$ cat src/rtl/spi_slave_rx_wr_ctrl.sv
// ----------------------------------------------------------------------------
// spi_slave_rx_wr_ctrl
// Write controller on the AXI side of the SPI slave. Pops 32-bit words from
// the SPI-to-AXI FIFO and issues one single-beat write per word at an
// incrementing word address. It waits for each write response before it
// accepts the next word.
//
// Ports:
//   axi_aclk, axi_aresetn      clock, asynchronous active-low reset
//   cfg_start_i/addr_i/len_i   transfer start pulse, byte start address,
//                              word count (sampled on the start pulse)
//   rx_data_i/valid_i/ready_o  FIFO word stream
//   wr_req_o/addr_o/data_o     write request, held stable until wr_gnt_i
//   wr_gnt_i                   request accepted
//   wr_rsp_valid_i/err_i       write response and its error flag
//   busy_o, done_o, err_o      status: in transfer, end pulse, sticky error
// ----------------------------------------------------------------------------
module spi_slave_rx_wr_ctrl #(
    parameter int unsigned ADDR_WIDTH = 32,
    parameter int unsigned DATA_WIDTH = 32,
    parameter int unsigned LEN_WIDTH  = 16
) (
    input  logic                  axi_aclk,
    input  logic                  axi_aresetn,
    input  logic                  cfg_start_i,
    input  logic [ADDR_WIDTH-1:0] cfg_addr_i,
    input  logic [LEN_WIDTH-1:0]  cfg_len_i,
    input  logic [DATA_WIDTH-1:0] rx_data_i,
    input  logic                  rx_valid_i,
    output logic                  rx_ready_o,
    output logic                  wr_req_o,
    output logic [ADDR_WIDTH-1:0] wr_addr_o,
    output logic [DATA_WIDTH-1:0] wr_data_o,
    input  logic                  wr_gnt_i,
    input  logic                  wr_rsp_valid_i,
    input  logic                  wr_rsp_err_i,
    output logic                  busy_o,
    output logic                  done_o,
    output logic                  err_o
);

    // Byte step between consecutive 32-bit words
    localparam int unsigned ADDR_STEP = 4;

    typedef enum logic [1:0] {
        ST_IDLE      = 2'd0,
        ST_WAIT_DATA = 2'd1,
        ST_REQ       = 2'd2,
        ST_RESP      = 2'd3
    } state_e;

    state_e                state_q,  state_d;
    logic [ADDR_WIDTH-1:0] addr_q,   addr_d;
    logic [DATA_WIDTH-1:0] data_q,   data_d;
    logic [LEN_WIDTH-1:0]  remain_q, remain_d;
    logic                  done_q,   done_d;
    logic                  err_q,    err_d;

    // State and datapath registers
    always_ff @(posedge axi_aclk or negedge axi_aresetn) begin
        if (!axi_aresetn) begin
            state_q  <= ST_IDLE;
            addr_q   <= '0;
            data_q   <= '0;
            remain_q <= '0;
            done_q   <= 1'b0;
            err_q    <= 1'b0;
        end else begin
            state_q  <= state_d;
            addr_q   <= addr_d;
            data_q   <= data_d;
            remain_q <= remain_d;
            done_q   <= done_d;
            err_q    <= err_d;
        end
    end

    // Next-state and datapath update
    always_comb begin
        state_d  = state_q;
        addr_d   = addr_q;
        data_d   = data_q;
        remain_d = remain_q;
        done_d   = 1'b0;
        err_d    = err_q;

        unique case (state_q)
            ST_IDLE: begin
                if (cfg_start_i) begin
                    err_d = 1'b0;
                    if (cfg_len_i == LEN_WIDTH'(0)) begin
                        // Empty transfer: report completion without touching the FIFO
                        done_d = 1'b1;
                    end else begin
                        addr_d   = cfg_addr_i;
                        remain_d = cfg_len_i;
                        state_d  = ST_WAIT_DATA;
                    end
                end
            end

            ST_WAIT_DATA: begin
                if (rx_valid_i) begin
                    data_d  = rx_data_i;
                    state_d = ST_REQ;
                end
            end

            ST_REQ: begin
                if (wr_gnt_i) begin
                    state_d = ST_RESP;
                end
            end

            ST_RESP: begin
                if (wr_rsp_valid_i) begin
                    // An error is recorded but the transfer keeps draining the
                    // FIFO so the SPI stream stays aligned with the command
                    if (wr_rsp_err_i) begin
                        err_d = 1'b1;
                    end
                    addr_d   = addr_q + ADDR_WIDTH'(ADDR_STEP);
                    remain_d = remain_q - LEN_WIDTH'(1);
                    if (remain_q == LEN_WIDTH'(1)) begin
                        done_d  = 1'b1;
                        state_d = ST_IDLE;
                    end else begin
                        state_d = ST_WAIT_DATA;
                    end
                end
            end

            default: begin
                state_d = ST_IDLE;
            end
        endcase
    end

    // Handshake and status outputs decode straight from the state register
    assign rx_ready_o = (state_q == ST_WAIT_DATA);
    assign wr_req_o   = (state_q == ST_REQ);
    assign busy_o     = (state_q != ST_IDLE);
    assign wr_addr_o  = addr_q;
    assign wr_data_o  = data_q;
    assign done_o     = done_q;
    assign err_o      = err_q;

endmodule

$ cat config.mk
export PLATFORM = sky130hd
export DESIGN_NAME = spi_slave_rx_wr_ctrl
export DESIGN_NICKNAME = d
export VERILOG_FILES = /design/src/rtl/spi_slave_rx_wr_ctrl.sv
export SDC_FILE = /design/constraint.sdc
export NUM_CORES = 1
export LEC_CHECK = 0
export ABC_AREA = 1
export CAP_MARGIN = 20
export CORE_MARGIN = 2
export CORE_UTILIZATION = 43
export CTS_CLUSTER_DIAMETER = 80
export DETAILED_ROUTE_END_ITERATION = 6
export PLACE_DENSITY = 0.77
export SYNTH_ARGS = -nofsm -noshare
export SYNTH_HDL_FRONTEND = slang
export SYNTH_SLANG_ARGS = --single-unit
$ cat constraint.sdc
create_clock -name axi_aclk -period 1.5 [get_ports axi_aclk]
set_input_delay 0.45 -clock axi_aclk [delete_from_list [all_inputs] [get_ports axi_aclk]]
set_output_delay 0.45 -clock axi_aclk [all_outputs]
set_load 0.01 [all_outputs]
==> summary.md <==
| Metric | Value |
|---|---|
| Final Non-Filler Cells | 1166 |
| Leak pwr | 4.252 nW |
| Post-route clock period utilization | 117.1% |
| Top routing layer in use | met4 |
| Die H | 113.7 um |
| Final setup fails | 85 |
| WS Path Type | reg -> reg |
| H-tree depth | 3 |
| Arr. time, crit path | 2.00 ns |
| Peak VDD IR | 1.314 mV |
| Worst Path Required | 1.75 ns |
| Number of nets with antenna violations after routing | 0 |
| Ant. Diodes | 0 |
| Tightest Pin Transition | 0.4144 ns |
| Min cycle time layout | 1.756 ns |
| Final Hold Viols | 0 |
| TritonCTS clock tree | done |
| Dpl cells | 1101 |
| CORE AREA | 11860 um^2 |
| Clock skew | 0.008979 ns |
| Combined area of all synthesized cells | 5175 um^2 |
| Vias | 6065 |
| Vias in the first global route | 5917 |
| Power Total | 18.97 mW |
| Synth warn | 0 |
| Wirelength, routed | 18680 um |
| Relative slew slack | 72.37% |
| CP Capture Type | register |
| Setup TNS | -11.40 ns |
| Clk_lat worst skew | 0.36 ns |
| Port Buffers | 155 |
| Die area | 12930 um^2 |
| Yosys reg bits | 84 |
| Root Buffer | clkbuf_16 |
| CP max-delay cell | dfrtp_2 |
| Startpoint Class | register |
| Post-synthesis cell type count | 25 |
| Hold_buf cts | 0 |
| Seq/Total Area, Yosys | 40.62% |
| Share of layout cells above drive strength 1 | 25.91% |
| Max Cap Viol | 0 |
| Drt first pass iters | 5 |
| I/O pins | 156 |
| Met1 wire length | 7430 um |
| CTS clk-pin slew, worst paths | 0.07 ns |
| Power Dens Cells | 2186 nW/um^2 |
| CTS Buf Count | 9 |
| Final WS setup | -0.2561 ns |
| Hold Crit Class | in -> async |
| Syn Nets | 844 |
| Max FO, Critical Path | 6 |
| Run status | finished, violations left |
| GR Overflow Total | 0 |
| Fmax | 569.4 MHz |
| RSZ-0062 raised after global routing | yes |
| Failing checks | negative setup slack |
| Mean area per synthesized cell | 6.909 um^2 |
| Post-Syn Instances | 749 |
| Initial antenna violation count | 0 |
| Largest net degree at the start of global routing | 55 |
| # nets final | 1109 |
| Initial core utilization | 43.63% |
| Max Root-Sink Buffers | 2 |
| Drt wl/cell | 16.02 um |
| Met3 routed WL | 1207 um |
| Crit path cell chain | inv_2 > ha_4 > inv_2 > or2_4 > nand2_4 > inv_4 > nand3_4 > buf_12 > buf_16 > nor2_1 > nand2_1 > nand2_1 |
| Chip Width | 113.7 um |
| Via/cell ratio | 5.202 |
| Fill count | 886 |
| TritonCTS Sinks | 84 |
| HPWL Detailed | 11540 um |
| WL met2 | 9405 um |
| Slowest stage delay, CP | 0.43 ns |
| Slew Limit Fails | 0 |
| Site Rows | 40 |
| Initial DRC count | 444 |
| Global-route usage over all layers | 27.56% |
| Number of remaining DRC errors | 0 |
| RD Place Congestion | 0.9609 |
| Area Overhead vs Synth | 67.67% |
| First-pass GRT wire length | 28010 um |
==> path summary, 6_finish.rpt <==
kind / start / end / slack, ns / depth (start not counted)
worst min-delay path: axi_aresetn / wr_addr_o[9] / 0.08 / 2
worst min register to register: wr_addr_o[0] / wr_addr_o[0] / 0.51 / 2
worst max register to register: state_q[0] / wr_addr_o[27] / -0.26 / 12
min in group axi_aclk: wr_addr_o[0] / wr_addr_o[0] / 0.51 / 2
worst max-delay path: state_q[0] / wr_addr_o[27] / -0.26 / 12
max in group asynchronous: axi_aresetn / wr_addr_o[18] / 1.03 / 2
==> final cells by class <==
class                           instances  area (um^2)  area share (%)
Multi-Input combinational cell        578         3095           35.67
Sequential cell                        84         2112           24.34
Tap cell                              147        183.9           2.120
Clock inverter                          7        92.59           1.067
Inverter                               64        245.2           2.826
Clock buffer                            9        225.2           2.596
Timing Repair Buffer                  277         2723           31.38
==> state kept, by name, indices dropped and copies added (netlist names) <==
| name | cells |
|---|---|
| wr_addr_o | 32 |
| wr_data_o | 32 |
| remain_q | 16 |
| state_q | 2 |
| done_o | 1 |
| err_o | 1 |
==> worst max-delay path: cells and delay by family, from the launching register on <==
kind	cells	cell delay, ns
DFF	1	0.43
and+or+nand+nor	6	0.55
adders and majority gates	1	0.16
buffers and inverters	5	0.51
==> timing repair <==
item	in CTS	in global routing
resized for setup	186	95
endpoints found under the setup margin	151	122
setup buffers	31	10
gates cloned	7	4
pin swaps	3	24
endpoints found under the hold margin	0	0
==> Yosys cell counts <==
library cell / number / share of area [%]
nand3b_1: 1 / 0.15
ha_1: 8 / 1.9
or2_2: 4 / 0.48
nor2_2: 1 / 0.12
nand2_1: 281 / 20
xor2_1: 1 / 0.17
clkbuf_1: 8 / 0.58
inv_2: 3 / 0.22
dfrtp_1: 84 / 41
mux2_2: 32 / 7.0
or2_1: 1 / 0.12
a22o_1: 1 / 0.17
o21ai_0: 18 / 1.7
buf_4: 4 / 0.58
buf_6: 5 / 1.1
nand3_1: 75 / 7.3
nand4_1: 9 / 1.1
nor2_1: 121 / 8.8
o21ai_1: 14 / 1.4
o21bai_1: 1 / 0.15
nor3_1: 2 / 0.19
inv_1: 61 / 4.4
nand3_2: 1 / 0.19
a21oi_1: 7 / 0.68
buf_2: 6 / 0.58
==> logic make-up after synthesis <==
kind of cell / share of synthesized area [%]
DFF: 40.62
and+or+nand+nor: 38.76
xor gates and xnor gates: 0.1693
buffers and inverters: 7.471
adders and majority gates: 1.934
AOI/OAI and AO/OA: 4.086
muxes: 6.963
==> through the flow <==
step / util, % / hold slack (ns) / setup WS (ns) / cell area, um^2
global placement: 62.38 / 0.4632 / -0.5142 / 7400
finish: 73.15 / 0.07593 / -0.2561 / 8677
CTS: 70.09 / 0.09292 / -0.2018 / 8314
detailed placement: 62.38 / 0.4632 / -0.5616 / 7400
global route: 73.15 / 0.1035 / -0.3071 / 8677
floorplan: - / 0.1544 / -0.1221 / 5209
==> per-layer routing <==
| layer | vias to the layer above | GRT usage (%) |
|---|---|---|
| met5 | - | 0 |
| met3 | 55 | 6.376 |
| met4 | 0 | 10.89 |
| li1 | 2906 | - |
| met1 | 2834 | 32.94 |
| met2 | 270 | 48.18 |
==> cells in the final DEF, fill, tap and decap left out, types with 26 or more instances in the layout <==
cell type / Yosys / routed
inv_1: 61 / 58
dlygate4sd2_1: 0 / 26
mux2_4: 0 / 32
nand3_1: 75 / 73
dfrtp_1: 84 / 76
buf_4: 4 / 94
clkdlybuf4s50_1: 0 / 82
nand2_1: 281 / 248
nand2_2: 0 / 26
clkdlybuf4s15_1: 0 / 36
nor2_1: 121 / 100
==> report_power, final <==
| group | total [mW] | switching, mW | internal, mW |
|---|---|---|---|
| combinational | 12.3 | 6.18 | 6.12 |
| sequential | 4.28 | 0.828 | 3.45 |
| clock | 2.39 | 1.06 | 1.33 |
| total | 19.0 | 8.07 | 10.9 |
No activity file was read; power rests on OpenSTA's default activity.
